### src/rtl/ram_arbiter_pkg.sv
// rtl/ram_arbiter_pkg.sv - shared types and width helper for the RAM arbiter
// Contents:
//   ramstate_t  : RAM handshake state reported by the RAM model
//   arb_state_t : arbiter FSM states
//   src_kind_t  : source kind of a grant (instruction or data)
//   idx_width() : index width for N requesters, never below 1 bit
package ram_arbiter_pkg;

    typedef enum logic [1:0] {
        FREE   = 2'd0,
        BUSY   = 2'd1,
        ACCESS = 2'd2,
        ERROR  = 2'd3
    } ramstate_t;

    typedef enum logic {
        ARB  = 1'b0,
        XFER = 1'b1
    } arb_state_t;

    typedef enum logic {
        SRC_I = 1'b0,
        SRC_D = 1'b1
    } src_kind_t;

    function automatic int idx_width(input int n);
        return (n > 1) ? $clog2(n) : 1;
    endfunction

endpackage

### src/rtl/ram_arbiter_if.sv
// rtl/ram_arbiter_if.sv - core-side and RAM-side bus bundle of the RAM arbiter
// Signals:
//   iREN/iaddr, dREN/dWEN/daddr/dstore : per-core requests (to arbiter)
//   iwait/dwait, iload/dload           : per-core completion and read data
//   ramstate/ramload                   : RAM status and read data
//   ramaddr/ramstore/ramREN/ramWEN     : RAM command port
// Modports: slave = arbiter side, master = cores + RAM side.
interface ram_arbiter_if #(
    parameter int CPUS   = 2,
    parameter int ADDR_W = 32,
    parameter int WORD_W = 32
);
    import ram_arbiter_pkg::*;

    logic [CPUS-1:0]             iREN;
    logic [CPUS-1:0][ADDR_W-1:0] iaddr;
    logic [CPUS-1:0]             dREN;
    logic [CPUS-1:0]             dWEN;
    logic [CPUS-1:0][ADDR_W-1:0] daddr;
    logic [CPUS-1:0][WORD_W-1:0] dstore;
    logic [CPUS-1:0]             iwait;
    logic [CPUS-1:0]             dwait;
    logic [CPUS-1:0][WORD_W-1:0] iload;
    logic [CPUS-1:0][WORD_W-1:0] dload;
    ramstate_t                   ramstate;
    logic [WORD_W-1:0]           ramload;
    logic [ADDR_W-1:0]           ramaddr;
    logic [WORD_W-1:0]           ramstore;
    logic                        ramREN;
    logic                        ramWEN;

    modport slave (
        input  iREN, iaddr, dREN, dWEN, daddr, dstore, ramstate, ramload,
        output iwait, dwait, iload, dload, ramaddr, ramstore, ramREN, ramWEN
    );

    modport master (
        output iREN, iaddr, dREN, dWEN, daddr, dstore, ramstate, ramload,
        input  iwait, dwait, iload, dload, ramaddr, ramstore, ramREN, ramWEN
    );

endinterface

### src/rtl/ram_arbiter_rr_pick.sv
// rtl/ram_arbiter_rr_pick.sv - round-robin picker over N request lines
// Ports:
//   req   in  N   request vector
//   ptr   in  IW  index granted last; search starts at ptr+1 (mod N)
//   gnt   out N   one-hot grant
//   idx   out IW  index of the granted line
//   valid out 1   at least one request present
module rr_pick
    import ram_arbiter_pkg::*;
#(
    parameter  int N  = 2,
    localparam int IW = idx_width(N)
) (
    input  logic [N-1:0]  req,
    input  logic [IW-1:0] ptr,
    output logic [N-1:0]  gnt,
    output logic [IW-1:0] idx,
    output logic          valid
);

    // Two passes replace a modular rotate: first the lines above ptr, then
    // wrap around to lines 0..ptr. The first hit in that order wins.
    always_comb begin
        gnt   = '0;
        idx   = '0;
        valid = 1'b0;
        for (int i = 0; i < N; i++) begin
            if (!valid && req[i] && (IW'(i) > ptr)) begin
                valid  = 1'b1;
                idx    = IW'(i);
                gnt[i] = 1'b1;
            end
        end
        for (int i = 0; i < N; i++) begin
            if (!valid && req[i] && (IW'(i) <= ptr)) begin
                valid  = 1'b1;
                idx    = IW'(i);
                gnt[i] = 1'b1;
            end
        end
    end

endmodule

### src/rtl/ram_arbiter.sv
// rtl/ram_arbiter.sv - locks one core's instruction or data request onto the RAM port
// Ports:
//   CLK  in  clock
//   RST  in  asynchronous active-high reset
//   bus  slave modport of ram_arbiter_if (core requests, waits/loads, RAM port)
// Data beats instruction, except when STARVE_MAX data grants have completed
// while an instruction was waiting. Each kind rotates round-robin on its own.
module ram_arbiter
    import ram_arbiter_pkg::*;
#(
    parameter int CPUS       = 2,
    parameter int ADDR_W     = 32,
    parameter int WORD_W     = 32,
    parameter int STARVE_MAX = 4
) (
    input  logic          CLK,
    input  logic          RST,
    ram_arbiter_if.slave  bus
);

    localparam int IW = idx_width(CPUS);
    localparam int CW = $clog2(STARVE_MAX + 1);
    localparam logic [CW-1:0] STARVE_TOP = CW'(STARVE_MAX);

    arb_state_t      state_q, state_d;
    src_kind_t       kind_q, kind_d;
    logic [IW-1:0]   idx_q, idx_d;
    logic [CPUS-1:0] oh_q, oh_d;
    logic            wr_q, wr_d;
    logic [IW-1:0]   iptr_q, iptr_d;
    logic [IW-1:0]   dptr_q, dptr_d;
    logic [CW-1:0]   starve_q, starve_d;

    logic [CPUS-1:0] ireq, dreq;
    logic [CPUS-1:0] i_gnt, d_gnt;
    logic [IW-1:0]   i_idx, d_idx;
    logic            i_valid, d_valid;
    logic            grant_active;

    logic [ADDR_W-1:0] sel_addr;
    logic [WORD_W-1:0] sel_store;

    assign ireq = bus.iREN;
    assign dreq = bus.dREN | bus.dWEN;

    rr_pick #(.N(CPUS)) u_ipick (
        .req   (ireq),
        .ptr   (iptr_q),
        .gnt   (i_gnt),
        .idx   (i_idx),
        .valid (i_valid)
    );

    rr_pick #(.N(CPUS)) u_dpick (
        .req   (dreq),
        .ptr   (dptr_q),
        .gnt   (d_gnt),
        .idx   (d_idx),
        .valid (d_valid)
    );

    // The granted core still holding its request; used to detect withdrawal.
    assign grant_active = (kind_q == SRC_I) ? |(oh_q & ireq) : |(oh_q & dreq);

    always_ff @(posedge CLK or posedge RST) begin
        if (RST) begin
            state_q  <= ARB;
            kind_q   <= SRC_I;
            idx_q    <= '0;
            oh_q     <= '0;
            wr_q     <= 1'b0;
            iptr_q   <= IW'(CPUS - 1);
            dptr_q   <= IW'(CPUS - 1);
            starve_q <= '0;
        end else begin
            state_q  <= state_d;
            kind_q   <= kind_d;
            idx_q    <= idx_d;
            oh_q     <= oh_d;
            wr_q     <= wr_d;
            iptr_q   <= iptr_d;
            dptr_q   <= dptr_d;
            starve_q <= starve_d;
        end
    end

    always_comb begin
        state_d  = state_q;
        kind_d   = kind_q;
        idx_d    = idx_q;
        oh_d     = oh_q;
        wr_d     = wr_q;
        iptr_d   = iptr_q;
        dptr_d   = dptr_q;
        starve_d = starve_q;
        case (state_q)
            ARB: begin
                if (i_valid && (starve_q == STARVE_TOP)) begin
                    kind_d  = SRC_I;
                    idx_d   = i_idx;
                    oh_d    = i_gnt;
                    wr_d    = 1'b0;
                    state_d = XFER;
                end else if (d_valid) begin
                    kind_d  = SRC_D;
                    idx_d   = d_idx;
                    oh_d    = d_gnt;
                    // Write is latched at grant so the RAM strobes never
                    // follow the request lines combinationally.
                    wr_d    = |(d_gnt & bus.dWEN);
                    state_d = XFER;
                end else if (i_valid) begin
                    kind_d  = SRC_I;
                    idx_d   = i_idx;
                    oh_d    = i_gnt;
                    wr_d    = 1'b0;
                    state_d = XFER;
                end
            end
            XFER: begin
                if (bus.ramstate == ACCESS) begin
                    state_d = ARB;
                    if (kind_q == SRC_I) begin
                        iptr_d   = idx_q;
                        starve_d = '0;
                    end else begin
                        dptr_d = idx_q;
                        if ((|ireq) && (starve_q != STARVE_TOP)) begin
                            starve_d = starve_q + 1'b1;
                        end
                    end
                end else if (!grant_active) begin
                    // Withdrawn before completion: abandon without touching
                    // pointers or the starvation count.
                    state_d = ARB;
                end
            end
            default: state_d = ARB;
        endcase
    end

    always_comb begin
        bus.iwait  = '1;
        bus.dwait  = '1;
        bus.iload  = '0;
        bus.dload  = '0;
        bus.ramREN = 1'b0;
        bus.ramWEN = 1'b0;
        sel_addr   = '0;
        sel_store  = '0;
        if (state_q == XFER) begin
            if (kind_q == SRC_I) begin
                sel_addr   = bus.iaddr[idx_q];
                bus.ramREN = 1'b1;
            end else begin
                sel_addr   = bus.daddr[idx_q];
                sel_store  = bus.dstore[idx_q];
                bus.ramREN = !wr_q;
                bus.ramWEN = wr_q;
            end
            if (bus.ramstate == ACCESS) begin
                for (int c = 0; c < CPUS; c++) begin
                    if (oh_q[c]) begin
                        if (kind_q == SRC_I) begin
                            bus.iwait[c] = 1'b0;
                            bus.iload[c] = bus.ramload;
                        end else begin
                            bus.dwait[c] = 1'b0;
                            bus.dload[c] = bus.ramload;
                        end
                    end
                end
            end
        end
        bus.ramaddr  = sel_addr;
        bus.ramstore = sel_store;
    end

endmodule

### src/flat_wrapper.sv
// flat-port wrapper written by rule: the top's interface ports become plain ports
module ram_arbiter_flat import ram_arbiter_pkg::*;
#(
    parameter int CPUS       = 2,
    parameter int ADDR_W     = 32,
    parameter int WORD_W     = 32,
    parameter int STARVE_MAX = 4
)
  (CLK, RST, bus_iREN, bus_iaddr, bus_dREN, bus_dWEN, bus_daddr, bus_dstore, bus_ramstate, bus_ramload, bus_iwait, bus_dwait, bus_iload, bus_dload, bus_ramaddr, bus_ramstore, bus_ramREN, bus_ramWEN);
  ram_arbiter_if #(.CPUS(CPUS), .ADDR_W(ADDR_W), .WORD_W(WORD_W)) bus_i ();
  input  logic CLK;
  input  logic RST;
  input wire logic [$bits(bus_i.iREN)-1:0] bus_iREN;
  input wire logic [$bits(bus_i.iaddr)-1:0] bus_iaddr;
  input wire logic [$bits(bus_i.dREN)-1:0] bus_dREN;
  input wire logic [$bits(bus_i.dWEN)-1:0] bus_dWEN;
  input wire logic [$bits(bus_i.daddr)-1:0] bus_daddr;
  input wire logic [$bits(bus_i.dstore)-1:0] bus_dstore;
  input wire logic [$bits(bus_i.ramstate)-1:0] bus_ramstate;
  input wire logic [$bits(bus_i.ramload)-1:0] bus_ramload;
  output wire logic [$bits(bus_i.iwait)-1:0] bus_iwait;
  output wire logic [$bits(bus_i.dwait)-1:0] bus_dwait;
  output wire logic [$bits(bus_i.iload)-1:0] bus_iload;
  output wire logic [$bits(bus_i.dload)-1:0] bus_dload;
  output wire logic [$bits(bus_i.ramaddr)-1:0] bus_ramaddr;
  output wire logic [$bits(bus_i.ramstore)-1:0] bus_ramstore;
  output wire logic [$bits(bus_i.ramREN)-1:0] bus_ramREN;
  output wire logic [$bits(bus_i.ramWEN)-1:0] bus_ramWEN;
  assign bus_i.iREN = bus_iREN;
  assign bus_i.iaddr = bus_iaddr;
  assign bus_i.dREN = bus_dREN;
  assign bus_i.dWEN = bus_dWEN;
  assign bus_i.daddr = bus_daddr;
  assign bus_i.dstore = bus_dstore;
  assign bus_i.ramstate = bus_ramstate;
  assign bus_i.ramload = bus_ramload;
  assign bus_iwait = bus_i.iwait;
  assign bus_dwait = bus_i.dwait;
  assign bus_iload = bus_i.iload;
  assign bus_dload = bus_i.dload;
  assign bus_ramaddr = bus_i.ramaddr;
  assign bus_ramstore = bus_i.ramstore;
  assign bus_ramREN = bus_i.ramREN;
  assign bus_ramWEN = bus_i.ramWEN;
  ram_arbiter #(.CPUS(CPUS), .ADDR_W(ADDR_W), .WORD_W(WORD_W), .STARVE_MAX(STARVE_MAX)) u_core (.CLK(CLK), .RST(RST), .bus(bus_i));
endmodule
### config.mk
export PLATFORM = sky130hd
export DESIGN_NAME = ram_arbiter_flat
export DESIGN_NICKNAME = d
export VERILOG_FILES = /design/src/rtl/ram_arbiter_pkg.sv /design/src/rtl/ram_arbiter_if.sv /design/src/rtl/ram_arbiter_rr_pick.sv /design/src/rtl/ram_arbiter.sv /design/src/flat_wrapper.sv
export SDC_FILE = /design/constraint.sdc
export NUM_CORES = 1
export LEC_CHECK = 0
export BUFFER_PORTS_ARGS = -buffer_cell sky130_fd_sc_hd__buf_4
export CAP_MARGIN = 15
export CELL_PAD_IN_SITES_DETAIL_PLACEMENT = 0
export CELL_PAD_IN_SITES_GLOBAL_PLACEMENT = 1
export CORE_AREA = 5 5 167 169
export CTS_BUF_LIST = sky130_fd_sc_hd__clkbuf_8
export CTS_CLUSTER_DIAMETER = 200
export DETAILED_ROUTE_END_ITERATION = 10
export DIE_AREA = 0 0 172 174
export GPL_TIMING_DRIVEN = 0
export PLACE_DENSITY_LB_ADDON = 0.05
export SYNTH_ARGS = -nofsm -noshare
export SYNTH_HDL_FRONTEND = slang
export SYNTH_SLANG_ARGS = --single-unit
### constraint.sdc
create_clock -name CLK -period 3.77 [get_ports CLK]
set_input_delay 0.754 -clock CLK [delete_from_list [all_inputs] [get_ports CLK]]
set_output_delay 0.754 -clock CLK [all_outputs]
set_load 0.05 [all_outputs]
==> summary.md <==
| Metric | Value |
|---|---|
| Area Growth Syn to Fin | 123% |
| Final hold violation count | 0 |
| Switch share | 0.618 |
| Gpl congestion | roughly 0.8 |
| Max-slew headroom | 0.638 |
| WL final | approximately 23 mm |
| CP max FO | 10 |
| RSZ-0062 raised after global routing | no |
| CTS Hold Bufs | 0 |
| Initial antenna violation count | 2 |
| Reg2reg start | u_core.state_q |
| Crit Path Class | in2out |
| Combinational share of power | 0.925 |
| Core box area | 26400 um^2 |
| Syn_nets | 601 |
| Top cells by count, synth | 97 x and2_1, 67 x and3_1, 36 x nor2_1 |
| Synth Flop Type | dfrtp_1 |
| Die area | approximately 30000 um^2 |
| Die width | approximately 170 um |
| Final layout net count | roughly 1000 |
| P per Cell Area | approximately 670 nW/um^2 |
| Syn_area_per_cell | between 8 and 9 um^2 |
| Outcome | completed |
| Resized cells post-CTS | 0 |
| CP startpoint | bus_ramstate[0] |
| CTS root buf | clkbuf_8 |
| Register area share after synthesis | 0.0919 |
| TritonCTS Buffers | 3 |
| Area of the mapped netlist | ~3000 um^2 |
| Static Leak | between 0.003 and 0.004 uW |
| Netlist cell types | 39 |
| Tightest Pin Transition | between 0.5 and 0.6 ns |
| Critical Path RT | 3.02 ns |
| Starting Density | 0.114 |
| H-tree depth | 1 |
| Overall power | 4500 uW |
| Fmax | between 300 and 400 MHz |
| Worst Hold Path EP | u_core.wr_q |
| Clk buf depth | 2 |
| WHS Path Cells | 1 |
| Post-placement cell area | roughly 6700 um^2 |
| Sequential Power Share | 0.049 |
| First-pass GRT wire length | roughly 32 mm |
| Vias/cell | about 3.9 |
| Vias in the first global route | roughly 4900 |
| Fin crit share | 0.813 |
| Number of synthesized register bits | 11 |
| R2R Path End | u_core.iptr_q |
| EDFF count, synth | 0 |
| Ys Warns | 0 |
| DRC violations left | 0 |
| Vias | around 4500 |
| Number of placement rows | 60 |
| Min-delay src | u_core.wr_q |
| Async set-reset flop share out of synthesis | 1.00 |
| Sw power | roughly 2800 uW |
| ANT nets after route | 0 |
| Worst Skew | 0.00193 ns |
| FILL cells | 2952 |
| Io pins | 432 |
| Cell with the most instances after synthesis | and2_1 |
| PortBufs | around 430 |
| Pin count of the biggest net entering global routing | 12 |
| Die Ht | 174 um |
| Crit. End Element | primary output |
| Detailed Place HPWL | ~20 mm |
| Synth area leader | mux4_2 |
| TNS Setup | 0 ns |
| 1st-iter DRT viols | 105 |
| Int Pwr | 1720 uW |
| CTS tree | done |
| VDD IR-drop max | between 300 and 400 uV |
| # Max-Cap Violations | 0 |
| CTS sink count | 11 |
| Setup Fix Bufs, Post-CTS | 0 |
| Remaining global-route overflow | 0 |
| Design Area, Final | 6740 um^2 |
| Top cells by area, synth | mux4_2 24%, and2_1 20%, and3_1 14% |
| Critical Path Start Type | input pin |
| Min Clock Period, post-route | 3.07 ns |
| Clk pwr share | 0.026 |
| Clock Pin Slew Worst Setup and Hold Paths | approximately 0.05 ns |
| Tot GR Track Use | 0.140 |
| Slew Limit Fails | 0 |
| WL/cell | 20.0 um |
| Final setup fails | 0 |
| Min-Delay Path Class | reg2reg |
| Share of cells above drive strength 1 | 0.620 |
| Yosys top cell area share | 0.238 |
| Reg2Reg Depth | 4 |
| Worst-Skew Late Latency | approximately 0.23 ns |
| Drt pass-1 iters | 4 |
| Post-Syn Instances | ~370 |
| Reg2Reg Setup Slack | between 2 and 2.5 ns |
| Worst EP arrival | roughly 2.3 ns |
==> per-layer routing <==
metal	GRT usage	up-vias	share of wire
met1	0.143	2074	0.33
met3	0.0375	20	0.093
li1	-	2170	-
met2	0.280	216	0.55
met5	0	-	0
met4	0.0275	0	0.020
==> sequential cells by signal, summed over array words and instances (netlist names) <==
signal and cells:
u_core.dptr_q 1, u_core.wr_q 1, u_core.starve_q 3, u_core.iptr_q 1, u_core.oh_q 2, u_core.kind_q 1
u_core.state_q 1, u_core.idx_q 1
==> area by class of cell <==
cell class	instances	area (um^2)	area share
clock inverter	1	3.75	0.000557
antenna	3	7.51	0.00111
timing repair buffer	431	3240	0.480
sequential	11	278	0.0412
multi-input combinational	307	2500	0.372
clock buffer	3	41.3	0.00613
buffer	40	215	0.0319
tap	341	427	0.0633
inverter	7	26.3	0.00390
==> how the worst max path moves through the flow <==
stage | endpoint | slack [ns] | cells past startpoint
3_5_place_dp | bus_iload[37] | 0.67 | 6
3_3_place_gp | bus_iload[63] | 0.67 | 6
6_report | bus_iload[37] | 0.70 | 6
4_1_cts | bus_iload[37] | 0.64 | 6
5_1_grt | bus_iload[55] | 0.56 | 6
2_1_floorplan | bus_ramREN | 1.14 | 3
==> power groups by stage <==
| stage | Combinational, uW | Clock [uW] | Sequential, uW |
|---|---|---|---|
| after floorplan | 2890 | 0 | 211 |
| after global placement | 4240 | 0 | 225 |
| after detailed placement | 4240 | 0 | 226 |
| after CTS | 4250 | 119 | 224 |
| after global routing | 4420 | 123 | 234 |
| final | 4170 | 115 | 222 |
==> worst max-delay path: stages <==
cell and delay, ns:
buf_4 0.11, nand3b_1 0.25, nor2_2 0.28, clkbuf_1 0.47, and3_1 0.23, buf_4 0.20
==> through the flow <==
stage	std cells	util	setup WS [ns]	hold slack (ns)
after CTS	1141	0.255	0.643	0.545
after global routing	1143	0.255	0.559	0.558
after detailed placement	1137	0.253	0.671	0.532
final	1144	0.255	0.704	0.535
after floorplan	365	-	1.14	0.482
after global placement	1137	0.253	0.666	0.519
==> cell families (layout without fill, tap and decap cells) <==
group / count (synthesis) / after routing / share of synthesized area
AO/OA/AOI/OAI: 18 / 18 / 0.0472
XOR/XNOR: 2 / 2 / 0.00580
adder cells (fa/ha/maj): 2 / 2 / 0.00828
buffers and inverters: 47 / 482 / 0.0799
flip-flops: 11 / 11 / 0.0919
multiplexers: 66 / 66 / 0.352
other: 0 / 3 / 0
AND/OR/NAND/NOR: 219 / 219 / 0.415
==> cells in the final DEF, fill, tap and decap left out, drive strengths merged, types with 3 or more instances in the layout <==
| master | Yosys | layout |
|---|---|---|
| and2 | 97 | 97 |
| inv | 7 | 8 |
| and3 | 67 | 67 |
| buf | 23 | 454 |
| nor2 | 37 | 37 |
| clkbuf | 17 | 20 |
| mux2i | 32 | 32 |
| dfrtp | 9 | 9 |
| diode | 0 | 3 |
| mux4 | 32 | 32 |
| nand2 | 10 | 10 |
Note: power is estimated with default switching activity, not from simulation.
